[config.mk]
export PLATFORM = sky130hd
export DESIGN_NAME = fifo_wr_arbiter
export DESIGN_NICKNAME = d
export VERILOG_FILES = /design/src/rtl/fifo_ctrl_pkg.sv /design/src/rtl/rr_arb2.sv /design/src/rtl/fifo_wr_arbiter.sv
export SDC_FILE = /design/constraint.sdc
export NUM_CORES = 1
export LEC_CHECK = 0
export ABC_AREA = 0
export CORE_UTILIZATION = 42
export DETAILED_ROUTE_END_ITERATION = 8
export MAX_ROUTING_LAYER = met4
export PLACE_DENSITY = 0.86
export REMOVE_ABC_BUFFERS = 1
export SYNTH_ARGS = -nofsm -noshare
export SYNTH_HDL_FRONTEND = slang
export SYNTH_HIERARCHICAL = 1
export SYNTH_SLANG_ARGS = --single-unit
export TNS_END_PERCENT = 100
[constraint.sdc]
create_clock -name CLK -period 4.4 [get_ports CLK]
set_input_delay 0.88 -clock CLK [delete_from_list [all_inputs] [get_ports CLK]]
set_output_delay 0.88 -clock CLK [all_outputs]
set_load 0.02 [all_outputs]
[src/rtl/fifo_ctrl_pkg.sv]
// +--------------------------------------------------------------------+
// | fifo_ctrl_pkg - constants and state encoding for fifo_wr_arbiter   |
// | Rev 1.0                                                            |
// +--------------------------------------------------------------------+
`default_nettype none

package fifo_ctrl_pkg;

  localparam int FIFO_WIDTH = 8;
  localparam int FIFO_DEPTH = 32;
  localparam int LEVEL_W    = 6;
  localparam int CLR_CYCLES = 2;

  typedef enum logic [0:0] {
    S_CLEAR = 1'b0,
    S_RUN   = 1'b1
  } ctrl_state_t;

endpackage

`default_nettype wire

[src/rtl/rr_arb2.sv]
// +--------------------------------------------------------------------+
// | rr_arb2 - two-requester round-robin arbiter, registered last winner|
// | Rev 1.0                                                            |
// +--------------------------------------------------------------------+
`default_nettype none

module rr_arb2 (
  input  logic       CLK,
  input  logic       RESET,
  input  logic [1:0] req,
  input  logic       enable,
  output logic [1:0] gnt
);

  logic last_b_q;
  logic last_b_d;

  // On a tie, whoever did not win most recently goes first.
  always_comb begin
    gnt = 2'b00;
    if (enable) begin
      case (req)
        2'b01:   gnt = 2'b01;
        2'b10:   gnt = 2'b10;
        2'b11:   gnt = last_b_q ? 2'b01 : 2'b10;
        default: gnt = 2'b00;
      endcase
    end
  end

  always_comb begin
    last_b_d = last_b_q;
    if (gnt[1]) begin
      last_b_d = 1'b1;
    end else if (gnt[0]) begin
      last_b_d = 1'b0;
    end
  end

  always_ff @(posedge CLK) begin
    if (RESET) begin
      last_b_q <= 1'b1;
    end else begin
      last_b_q <= last_b_d;
    end
  end

endmodule

`default_nettype wire

[src/rtl/fifo_wr_arbiter.sv]
// +--------------------------------------------------------------------+
// | fifo_wr_arbiter - shares one FIFO write port between two producers,|
// | serves one reader, sequences clears and tracks occupancy. Rev 1.0  |
// +--------------------------------------------------------------------+
`default_nettype none

module fifo_wr_arbiter
  import fifo_ctrl_pkg::*;
#(
  parameter int WIDTH      = FIFO_WIDTH,
  parameter int DEPTH      = FIFO_DEPTH,
  parameter int CLR_CYCLES = fifo_ctrl_pkg::CLR_CYCLES
) (
  input  logic                   CLK,
  input  logic                   RESET,
  input  logic                   REQ_A,
  input  logic [WIDTH-1:0]       DATA_A,
  output logic                   GNT_A,
  input  logic                   REQ_B,
  input  logic [WIDTH-1:0]       DATA_B,
  output logic                   GNT_B,
  input  logic                   RD_REQ,
  output logic                   RD_VALID,
  output logic [WIDTH-1:0]       RD_DATA,
  input  logic                   FLUSH,
  output logic [WIDTH-1:0]       FIFO_DATA_IN,
  output logic                   FIFO_WRITE,
  output logic                   FIFO_READ,
  output logic                   FIFO_CLEAR_N,
  input  logic [WIDTH-1:0]       FIFO_DATA_OUT,
  input  logic                   F_FULL_N,
  input  logic                   F_EMPTY_N,
  output logic [$clog2(DEPTH):0] LEVEL,
  output logic                   BUSY,
  output logic                   ERR
);

  localparam int                 LVL_W    = $clog2(DEPTH) + 1;
  localparam int                 CNT_W    = $clog2(CLR_CYCLES + 1);
  localparam logic [LVL_W-1:0]   LVL_FULL = LVL_W'(DEPTH);
  localparam logic [CNT_W-1:0]   CNT_LAST = CNT_W'(CLR_CYCLES - 1);

  ctrl_state_t      state_q, state_d;
  logic [CNT_W-1:0] clr_cnt_q, clr_cnt_d;

  logic             gnt_a_q, gnt_a_d, gnt_b_q, gnt_b_d;
  logic             fifo_write_q, fifo_write_d, fifo_read_q, fifo_read_d;
  logic [WIDTH-1:0] fifo_din_q, fifo_din_d, rd_data_q, rd_data_d;
  logic             rd_pend_q, rd_pend_d, rd_valid_q, rd_valid_d;
  logic             clear_n_q, clear_n_d, busy_q, busy_d, err_q, err_d;
  logic [LVL_W-1:0] level_q, level_d;

  logic             run_now, run_next, room, wr, rd, chk, flag_bad;
  logic [1:0]       elig, gnt;

  always_ff @(posedge CLK) begin
    if (RESET) begin
      state_q   <= S_CLEAR;
      clr_cnt_q <= '0;
    end else begin
      state_q   <= state_d;
      clr_cnt_q <= clr_cnt_d;
    end
  end

  always_comb begin
    state_d   = state_q;
    clr_cnt_d = clr_cnt_q;
    case (state_q)
      S_CLEAR: begin
        if (FLUSH) begin
          clr_cnt_d = '0;
        end else if (clr_cnt_q == CNT_LAST) begin
          state_d   = S_RUN;
          clr_cnt_d = '0;
        end else begin
          clr_cnt_d = clr_cnt_q + CNT_W'(1);
        end
      end
      S_RUN: begin
        if (FLUSH) begin
          state_d   = S_CLEAR;
          clr_cnt_d = '0;
        end
      end
      default: begin
        state_d   = S_CLEAR;
        clr_cnt_d = '0;
      end
    endcase
  end

  // A producer granted last cycle sits out one cycle, which is what yields alternation.
  assign run_now  = (state_q == S_RUN) && !FLUSH;
  assign run_next = (state_d == S_RUN);
  assign room     = (level_q < LVL_FULL) && F_FULL_N;
  assign elig     = {REQ_B && !gnt_b_q && room, REQ_A && !gnt_a_q && room};

  rr_arb2 u_arb (
    .CLK    (CLK),
    .RESET  (RESET),
    .req    (elig),
    .enable (run_now),
    .gnt    (gnt)
  );

  assign wr = |gnt;
  assign rd = run_now && RD_REQ && (level_q != '0);

  // Flags are only trusted once the FIFO has absorbed every issued command.
  assign chk      = (state_q == S_RUN) && !fifo_write_q && !fifo_read_q;
  assign flag_bad = ((level_q == LVL_FULL) != !F_FULL_N) ||
                    ((level_q == '0) != !F_EMPTY_N);

  always_comb begin
    gnt_a_d      = gnt[0];
    gnt_b_d      = gnt[1];
    fifo_write_d = wr;
    fifo_read_d  = rd;
    fifo_din_d   = gnt[1] ? DATA_B : (gnt[0] ? DATA_A : fifo_din_q);
    rd_pend_d    = run_next && fifo_read_q;
    rd_valid_d   = run_next && rd_pend_q;
    rd_data_d    = (run_next && rd_pend_q) ? FIFO_DATA_OUT : rd_data_q;
    clear_n_d    = run_next;
    busy_d       = !run_next;
    err_d        = run_next && (err_q || (chk && flag_bad));
    level_d      = level_q;
    if (!run_next) begin
      level_d = '0;
    end else if (wr && !rd) begin
      level_d = level_q + LVL_W'(1);
    end else if (rd && !wr) begin
      level_d = level_q - LVL_W'(1);
    end
  end

  always_ff @(posedge CLK) begin
    if (RESET) begin
      gnt_a_q      <= 1'b0;
      gnt_b_q      <= 1'b0;
      fifo_write_q <= 1'b0;
      fifo_read_q  <= 1'b0;
      fifo_din_q   <= '0;
      rd_pend_q    <= 1'b0;
      rd_valid_q   <= 1'b0;
      rd_data_q    <= '0;
      clear_n_q    <= 1'b0;
      busy_q       <= 1'b1;
      err_q        <= 1'b0;
      level_q      <= '0;
    end else begin
      gnt_a_q      <= gnt_a_d;
      gnt_b_q      <= gnt_b_d;
      fifo_write_q <= fifo_write_d;
      fifo_read_q  <= fifo_read_d;
      fifo_din_q   <= fifo_din_d;
      rd_pend_q    <= rd_pend_d;
      rd_valid_q   <= rd_valid_d;
      rd_data_q    <= rd_data_d;
      clear_n_q    <= clear_n_d;
      busy_q       <= busy_d;
      err_q        <= err_d;
      level_q      <= level_d;
    end
  end

  assign GNT_A        = gnt_a_q;
  assign GNT_B        = gnt_b_q;
  assign FIFO_WRITE   = fifo_write_q;
  assign FIFO_READ    = fifo_read_q;
  assign FIFO_DATA_IN = fifo_din_q;
  assign RD_VALID     = rd_valid_q;
  assign RD_DATA      = rd_data_q;
  assign FIFO_CLEAR_N = clear_n_q;
  assign BUSY         = busy_q;
  assign ERR          = err_q;
  assign LEVEL        = level_q;

endmodule

`default_nettype wire

==> flow_summary.toml, run 1 <==
[grt]
grt_pass1_vias = 1292
grt_max_degree = 23
grt_pass1_wl_um = 5680
antenna_found_initial = 0
overflow = 0
grt_usage_pct = 18.8

[routing]
dr.pass1.iters = 4
viasPerCell = 4.94
wl_per_cell_um = 12.1
drtIter0Drc = 31
drtAntennaViolNets = 0
vias = 1377
wl_um = 3390
drc = 0

[cts]
cts_tree = "built"
clk_path_buf_depth = 2
clkSinkCount = 34
clk_pin_slew_ps = 100
ctsRootBufferMaster = "clkbuf_4"
ctsHoldBuffers = 0
post_cts_buffers = 0
insertion_delay_ps = 330
cts_max_level = 2
numCtsBuffers = 5
cts-resized-gates = 0

[synthesis]
synth_area_leader_cell = "dfxtp_1"
synth_area_sq_um = 1540
async_flop_share_pct = 0
synth-edff-count = 0
synth_top_area_share_pct = 44.3
synth-main-ff-cell = "dfxtp_1"
netlist_top_cells_area = "dfxtp_1, mux2i_1, nor2_1"
synth_cells = 170
syn_avg_cell_area_sq_um = 9.05
ys_seq_area_share_pct = 44.3
ys_seq_elements = 34
yosys_warnings = 6
yosysUniqueCellTypes = 40

[final_layout]
nFillCells = 305
area_growth_pct = 46.4
fin_nets = 270
layout-drive-gt1-share_pct = 6.01
fin_util_pct = 65.9
diodes = 0

[timing]
slew-limit-headroom_pct = 46.0
rsz0062_at_grt = "false"
clock.fmax_mhz = 273
maxSlewViolCount = 0
worstMarginPinSlew_ps = 807
fin_skew_ps = 3.76
post-route-period-util_pct = 83.3
finalSetupViolCount = 0
hold_violations = 0
setup_tns_ps = 0
fin_crit_ps = 3670
whs_ps = 459

[floorplanning]
start_util_pct = 45.0
die-width_um = 62.5
io_pins = 62
die_y_um = 62.5
core_sq_um = 3420
die_area_sq_um = 3910
rows = 21

[placed_design]
gp_congestion = 0.930
dp_hpwl_um = 2480
portBuffers = 61

[worst_setup_path]
cp-end-kind = "flip-flop"
reg2reg_from = "LEVEL[5]$_SDFFE_PP0P_"
critical_path_class = "input port to flip-flop"
start_kind = "input port"
r2r-end = "LEVEL[5]$_SDFFE_PP0P_"
required_ps = 4620
cp_max_fo = 7
crit_arrival_ps = 3880
crit_end = "LEVEL[5]$_SDFFE_PP0P_"
ff2ff_path_depth = 12
r2r_slack_ps = 1420
cp-startpoint = "F_FULL_N"

[flow_run]
cap_violations = 0

[power]
ir_worst_vdd_mv = 0.208
power.leakage_nw = 0.924
power_density_nw_per_um2 = 241

[hold_path]
min_from = "ERR$_SDFF_PP0_"
hp-class = "flip-flop to flip-flop"

[run_status]
outcome = "finished, final reports clean"
synth_stat cells, types with 2 or more instances:
cell type and count:
nand2_1 3, o21ai_0 2, inv_1 9, xor2_1 3, a21oi_1 17, nor2_1 34
mux2i_1 17, ha_1 5, or2_1 2, a211o_1 2, o211ai_1 2, buf_2 3
nor4b_1 2, clkbuf_1 5, nand3_1 2, and2_1 2, nor4_1 2, nor2b_1 2
dfxtp_1 34, a21o_1 2
routing by layer:
layer | up-vias | GRT usage, % | share of wire [%]
met3 | 7 | 4.93 | 4.8
li1 | 709 | - | -
met4 | 0 | 6.69 | 1.5
met2 | 34 | 31.8 | 48
met1 | 627 | 21.4 | 46
met5 | - | - | 0
flip-flops by register name, indices dropped and copies added, names as in the netlist, 2 cells and up:
| name | count |
|---|---|
| RD_DATA | 8 |
| LEVEL | 6 |
| clr_cnt_q | 2 |
| FIFO_DATA_IN | 8 |
kinds of logic (layout without fill, tap and decap cells):
logic type | count (synthesis) | count (layout) | share of synthesized area, %
flops | 34 | 34 | 44.3
simple gates | 59 | 59 | 19.4
xor+xnor | 4 | 4 | 2.28
mux | 17 | 17 | 11.1
fa+ha+maj | 6 | 6 | 5.37
compound gates | 31 | 31 | 12.8
buf+inv | 19 | 82 | 4.88
critical path: stages:
cell and delay (ps):
clkdlybuf4s50_1 460, clkinv_1 110, nor4b_1 480, nand2_1 90, a21oi_1 160, or2_1 120, ha_1 280, inv_1 140
ha_1 370, o21ai_0 140, or3_1 370, nand3_1 100, xnor2_1 120, nor2_1 50
per-stage QoR:
step / power, mW / setup WS [ps] / area [sq um] / instances
after global placement: 0.366 / 553 / 2190 / 271
after global routing: 0.569 / 445 / 2250 / 279
final: 0.542 / 735 / 2250 / 279
after CTS: 0.547 / 778 / 2250 / 279
after detailed placement: 0.367 / 415 / 2190 / 271
after floorplan: 0.331 / 578 / 1500 / 162
cell type report:
cell class | count | area, sq um | area share [%]
clock buffers | 6 | 51.3 | 2.28
repair buffers | 63 | 626 | 27.8
well taps | 46 | 57.6 | 2.56
multi-input cells | 117 | 782 | 34.7
flip-flops and latches | 34 | 681 | 30.2
inverters | 11 | 41.3 | 1.83
clock inverters | 2 | 12.5 | 0.556
where the power goes:
part	internal, mW	total, mW	switching, mW	leakage (nW)
combinational	0.0316	0.0489	0.0173	0.616
sequential	0.310	0.311	0.00140	0.274
clock	0.0768	0.182	0.105	0.0343
total	0.418	0.542	0.124	0.924
worst min-delay path by stage:
stage / cells after the start / slack (ps) / endpoint
6_report: 2 / 460 / ERR$_SDFF_PP0_
5_1_grt: 2 / 480 / clr_cnt_q[1]$_SDFFE_PP0P_
4_1_cts: 2 / 460 / clr_cnt_q[1]$_SDFFE_PP0P_
3_5_place_dp: 2 / 440 / clr_cnt_q[1]$_SDFFE_PP0P_
3_3_place_gp: 1 / 430 / RD_VALID$_SDFF_PP0_
2_1_floorplan: 1 / 420 / RD_VALID$_SDFF_PP0_
placed cells by master, fill, tap and decap left out, types with 2 or more instances in the layout:
cell type / instances
mux2i_1: 17
nor4b_1: 2
o21ai_0: 2
o211ai_1: 2
a21o_1: 2
nand3_1: 2
xor2_1: 3
buf_4: 2
ha_1: 5
clkbuf_4: 5
dfxtp_1: 34
nand2_1: 3
nor2b_1: 2
clkdlybuf4s50_1: 61
a211o_1: 2
a21oi_1: 17
nor4_1: 2
or2_1: 2
inv_1: 9
nor2_1: 34
and2_1: 2
No activity file was read; power rests on OpenSTA's default activity.
==> inputs of run 2 (changes only) <==
==> constraint.sdc (replaced) <==
create_clock -name CLK -period 3.8 [get_ports CLK]
set_input_delay 0.76 -clock CLK [delete_from_list [all_inputs] [get_ports CLK]]
set_output_delay 0.76 -clock CLK [all_outputs]
set_load 0.02 [all_outputs]
==> run 2 against run 1 <==
Net effect:
- clock skew grew 11 ps
- sequential cell count is the same
- combinational power grew 17%
- die area is the same
- final area grew 0.44%
- global-route usage grew 0.54 points
- sequential power grew 16%
- critical path depth shrank 1
- worst setup slack lost 340 ps
- final cell count grew 0.36%
- register-to-register slack lost 440 ps
- non-clock buffer count grew 3
- critical endpoint unchanged
- largest cell class unchanged
==> flow_summary.toml, run 2 (synthesized netlist as in run 1, its figures left out) <==
[cts]
insertion_delay_ps = 330
clk_pin_slew_ps = 90
clkSinkCount = 34
post_cts_buffers = 0
clk_path_buf_depth = 2
cts_tree = "built"
cts-resized-gates = 0
cts_max_level = 2
ctsRootBufferMaster = "clkbuf_4"
numCtsBuffers = 5
ctsHoldBuffers = 0

[final_layout]
design_area_sq_um = 2260
area_growth_pct = 47.0
fin_nets = 273
final_common_cell = "clkdlybuf4s50_1"
nFillCells = 296
layout-drive-gt1-share_pct = 6.41
finalNonFillerCells = 280
final_cell_mix = "clkdlybuf4s50_1, dfxtp_1, nor2_1"
diodes = 0

[worst_setup_path]
crit_buf_inv = 3
start_kind = "input port"
cp_top_family = "simple AND/OR/NAND/NOR gates"
slowest_delay_ps = 460
cp_max_fo = 4
crit_arrival_ps = 3610
cpMaxStageDelayCell = "clkdlybuf4s50_1"
crit_top_cell = "ha_1"
critical_path_class = "input port to flip-flop"
cp-startpoint = "F_FULL_N"
cp.depth = 13
ff2ff_path_depth = 11
required_ps = 4000
r2r_slack_ps = 980
cp-end-kind = "flip-flop"
r2r-end = "LEVEL[5]$_SDFFE_PP0P_"
critical_path.cell_chain = "clkdlybuf4s50_1 > clkinv_1 > nor4b_1 > a21oi_1 > or2_1 > ha_1 > inv_1 > ha_1 > a211oi_1 > or3_1 > nand3_1 > xnor2_1 > nor2_1"
crit_end = "LEVEL[5]$_SDFFE_PP0P_"
reg2reg_from = "LEVEL[5]$_SDFFE_PP0P_"

[floorplanning]
rows = 21
die_area_sq_um = 3910
core_sq_um = 3420
die_y_um = 62.5
start_util_pct = 45.0
die-width_um = 62.5
io_pins = 62

[routing]
dr.pass1.iters = 4
drtIter0Drc = 41
vias = 1386
viasPerCell = 4.95
drtAntennaViolNets = 0
wl_um = 3380
drc = 0
wl_per_cell_um = 12.1

[grt]
grt_pass1_wl_um = 5810
grt_pass1_vias = 1281
antenna_found_initial = 0
overflow = 0
grt_max_degree = 23
grt_usage_pct = 19.4

[placed_design]
dp.cells = 274
place_area_sq_um = 2210
portBuffers = 61
pre_cts_ws_ps = 77.0
gp_congestion = 0.910
dp_hpwl_um = 2520

[timing]
maxSlewViolCount = 0
fin_crit_ps = 3410
fin_skew_ps = 14.6
slew-limit-headroom_pct = 70.3
clock.fmax_mhz = 294
post-route-period-util_pct = 89.7
worst_slack_ps = 393
hold_violations = 0
worstMarginPinSlew_ps = 439
finalSetupViolCount = 0
rsz0062_at_grt = "false"
whs_ps = 451
setup_tns_ps = 0

[flow_run]
cap_violations = 0

[power]
power.leakage_nw = 0.935
power_density_nw_per_um2 = 271
ir_worst_vdd_mv = 0.218

[run_status]
outcome = "finished, final reports clean"

[hold_path]
hp-class = "flip-flop to flip-flop"
run 2: worst reg2reg max path, stage by stage, from the launching register on:
cell	delay, ps
dfxtp_1	400
nor4b_1	480
a21oi_1	150
or2_1	260
ha_1	220
inv_1	130
ha_1	260
a211oi_1	360
or3_1	170
nand3_1	80
xnor2_1	140
nor2_1	50
run 2: stage by stage:
stage	total power [mW]	utilization (%)
after floorplan	0.383	-
after global placement	0.426	64.7
final	0.612	66.2
after detailed placement	0.426	64.7
after global routing	0.644	66.2
after CTS	0.621	66.2
run 2: metal layers:
layer | part of all wire [%] | vias to the layer above | track usage (%)
met5 | 0 | - | -
met4 | 1.4 | 0 | 5.81
met2 | 49 | 39 | 33.4
met1 | 45 | 625 | 21.7
met3 | 4.8 | 5 | 5.29
li1 | - | 717 | -
run 2: worst min path at each step:
| stage | from | to | slack, ps | cells after the start |
|---|---|---|---|---|
| after floorplan | rd_pend_q$_SDFF_PP0_ | RD_VALID$_SDFF_PP0_ | 420 | 1 |
| after global placement | rd_pend_q$_SDFF_PP0_ | RD_VALID$_SDFF_PP0_ | 430 | 1 |
| after detailed placement | clr_cnt_q[1]$_SDFFE_PP0P_ | clr_cnt_q[1]$_SDFFE_PP0P_ | 430 | 2 |
| after CTS | clr_cnt_q[1]$_SDFFE_PP0P_ | clr_cnt_q[1]$_SDFFE_PP0P_ | 450 | 2 |
| after global routing | clr_cnt_q[1]$_SDFFE_PP0P_ | clr_cnt_q[1]$_SDFFE_PP0P_ | 470 | 2 |
| final | ERR$_SDFF_PP0_ | ERR$_SDFF_PP0_ | 450 | 2 |
run 2: power breakdown:
group | internal (mW) | switching, mW | leakage (nW)
combinational | 0.0375 | 0.0199 | 0.630
clock | 0.0833 | 0.111 | 0.0302
sequential | 0.358 | 0.00167 | 0.274
run 2: layout make-up:
class / instances / area (sq um) / share of cell area (%)
clock buffer: 6 / 51.3 / 2.27
inverter: 11 / 41.3 / 1.83
multi-input combinational: 117 / 782 / 34.6
sequential: 34 / 681 / 30.1
tap: 46 / 57.6 / 2.55
timing repair buffer: 66 / 648 / 28.7
==> inputs of run 3 (changes only) <==
--- a/config.mk
+++ b/config.mk
@@ -9,10 +9,9 @@
 export CORE_UTILIZATION = 42
 export DETAILED_ROUTE_END_ITERATION = 8
 export MAX_ROUTING_LAYER = met4
-export PLACE_DENSITY = 0.86
+export PLACE_DENSITY = 0.87
 export REMOVE_ABC_BUFFERS = 1
 export SYNTH_ARGS = -nofsm -noshare
 export SYNTH_HDL_FRONTEND = slang
-export SYNTH_HIERARCHICAL = 1
 export SYNTH_SLANG_ARGS = --single-unit
 export TNS_END_PERCENT = 100
==> run 3 against run 2 <==
Net effect:
- sequential share of layout area grew 0.56 points
- critical path depth shrank 1
- clock-buffer cell count shrank 1
- worst setup slack gained 400 ps
- total power grew 11%
- final area shrank 1.8%
- die area shrank 2.7%
==> flow_summary.toml, run 3 <==
[grt]
antenna_found_initial = 0
grt_pass1_wl_um = 5280
grt_pass1_vias = 1247
grt_max_degree = 17
grt_usage_pct = 20.1
overflow = 0

[worst_setup_path]
r2r_slack_ps = 960
crit_end = "LEVEL[5]$_SDFFE_PP0P_"
start_kind = "input port"
required_ps = 4030
ff2ff_path_depth = 10
cp-end-kind = "flip-flop"
cp_max_fo = 4
critical_path_class = "input port to flip-flop"
crit_arrival_ps = 3240
cp-startpoint = "F_FULL_N"
reg2reg_from = "LEVEL[1]$_SDFFE_PP0P_"
r2r-end = "LEVEL[5]$_SDFFE_PP0P_"

[power]
power.net_switching_uw = 149
internal_power_uw = 533
switching_share_pct = 21.8
ir_worst_vdd_mv = 0.180
clkPwrFrac_pct = 38.5
pwr-share-seq_pct = 52.9
p_comb_share_pct = 8.7
power_density_nw_per_um2 = 307
power.leakage_nw = 0.878

[placed_design]
portBuffers = 61
dp_hpwl_um = 2390
gp_congestion = 0.847
pre_cts_ws_ps = 436
dp.cells = 254

[routing]
wl_um = 3340
dr.pass1.iters = 5
drtAntennaViolNets = 0
vias = 1331
drc = 0
drtIter0Drc = 57
viasPerCell = 5.08
wl_per_cell_um = 12.7

[cts]
clkSinkCount = 34
post_cts_buffers = 0
insertion_delay_ps = 340
clk_pin_slew_ps = 110
cts_max_level = 2
cts-resized-gates = 0
clk_path_buf_depth = 2
cts_tree = "built"
ctsRootBufferMaster = "clkbuf_4"
numCtsBuffers = 5
ctsHoldBuffers = 0

[floorplanning]
die-width_um = 61.7
rows = 21
io_pins = 62
core_sq_um = 3360
start_util_pct = 44.5
die_area_sq_um = 3800
die_y_um = 61.7

[timing]
worstMarginPinSlew_ps = 585
maxSlewViolCount = 0
fin_skew_ps = 6.85
post-route-period-util_pct = 79.1
hold_violations = 0
slew-limit-headroom_pct = 60.8
rsz0062_at_grt = "false"
clock.fmax_mhz = 333
fin_crit_ps = 3010
setup_tns_ps = 0
finalSetupViolCount = 0
worst_slack_ps = 793

[final_layout]
finalNonFillerCells = 262
layout-drive-gt1-share_pct = 6.48
diodes = 0
fin_nets = 253
area_growth_pct = 48.5
final_cell_mix = "clkdlybuf4s50_1, dfxtp_1, nor2_1"
final_common_cell = "clkdlybuf4s50_1"

[synthesis]
yosysUniqueCellTypes = 41
synth-main-ff-cell = "dfxtp_1"
synth_cells = 153
synth-edff-count = 0
synth_area_leader_cell = "dfxtp_1"
synth.top_cells.by_count = "dfxtp_1, nor2_1, mux2i_1, o2bb2ai_1, inv_1"
yosys_warnings = 0
netlist_top_cells_area = "dfxtp_1, mux2i_1, o2bb2ai_1"
ys_seq_elements = 34
synth_top_area_share_pct = 45.5
async_flop_share_pct = 0
synth_area_sq_um = 1500
syn_avg_cell_area_sq_um = 9.77
ys_seq_area_share_pct = 45.5
synth_most_common_cell = "dfxtp_1"

[run_status]
outcome = "finished, final reports clean"

[flow_run]
cap_violations = 0

[hold_path]
holdPathStages = 2
hp-class = "flip-flop to flip-flop"
run 3: logic make-up after synthesis:
kind of cell / Yosys count / share of synthesized area (%)
AOI/OAI and AO/OA: 30 / 14.4
xor gates and xnor gates: 4 / 2.34
adders and majority gates: 6 / 5.52
buffers and inverters: 17 / 4.69
DFF: 34 / 45.5
muxes: 17 / 11.5
and+or+nand+nor: 45 / 16.1
run 3: layer usage:
| metal | track usage, % | vias up | routed length [um] |
|---|---|---|---|
| met2 | 32.9 | 54 | 1560 |
| met1 | 22.3 | 599 | 1460 |
| met4 | 10.8 | 0 | 48 |
| met5 | - | - | 0 |
| met3 | 5.25 | 8 | 267 |
| li1 | - | 670 | - |
run 3: metrics by stage:
stage | utilization [%] | total power [mW] | cell area (sq um) | hold WS [ps]
2_1_floorplan | - | 0.386 | 1460 | 420
3_5_place_dp | 63.7 | 0.427 | 2140 | 442
5_1_grt | 66.0 | 0.713 | 2220 | 493
4_1_cts | 66.0 | 0.691 | 2220 | 462
3_3_place_gp | 63.7 | 0.427 | 2140 | 440
6_report | 66.0 | 0.682 | 2220 | 459
run 3: power groups by stage:
stage	clock network (mW)	registers, mW	logic, mW
after floorplan	0	0.371	0.0150
after global routing	0.287	0.361	0.0647
after CTS	0.271	0.360	0.0595
final	0.262	0.360	0.0590
after global placement	0	0.369	0.0583
after detailed placement	0	0.369	0.0589
run 3: worst min path at each step:
stage | start | to
floorplan | rd_pend_q$_SDFF_PP0_ | RD_VALID$_SDFF_PP0_
global placement | clr_cnt_q[1]$_SDFFE_PP0P_ | clr_cnt_q[1]$_SDFFE_PP0P_
detailed placement | clr_cnt_q[1]$_SDFFE_PP0P_ | clr_cnt_q[1]$_SDFFE_PP0P_
CTS | clr_cnt_q[1]$_SDFFE_PP0P_ | clr_cnt_q[1]$_SDFFE_PP0P_
global route | FIFO_DATA_IN[0]$_SDFFE_PP0P_ | FIFO_DATA_IN[0]$_SDFFE_PP0P_
finish | clr_cnt_q[1]$_SDFFE_PP0P_ | clr_cnt_q[1]$_SDFFE_PP0P_
run 3: cell type report:
cell class,count,area (sq um)
Clock buffer,5,37.5
Clock inverter,3,40.0
Fill cell,303,1140
Inverter,9,33.8
Multi-Input combinational cell,102,744
Sequential cell,34,681
Tap cell,46,57.6
Timing Repair Buffer,63,626
run 3: critical path, stage by stage:
cell	delay (ps)
clkdlybuf4s50_1	490
nor2b_1	270
nand3_1	160
nand2_1	140
ha_1	180
inv_1	90
ha_1	350
o21ai_0	150
or3_1	370
nand4_1	100
xnor2_1	120
nor2_1	50
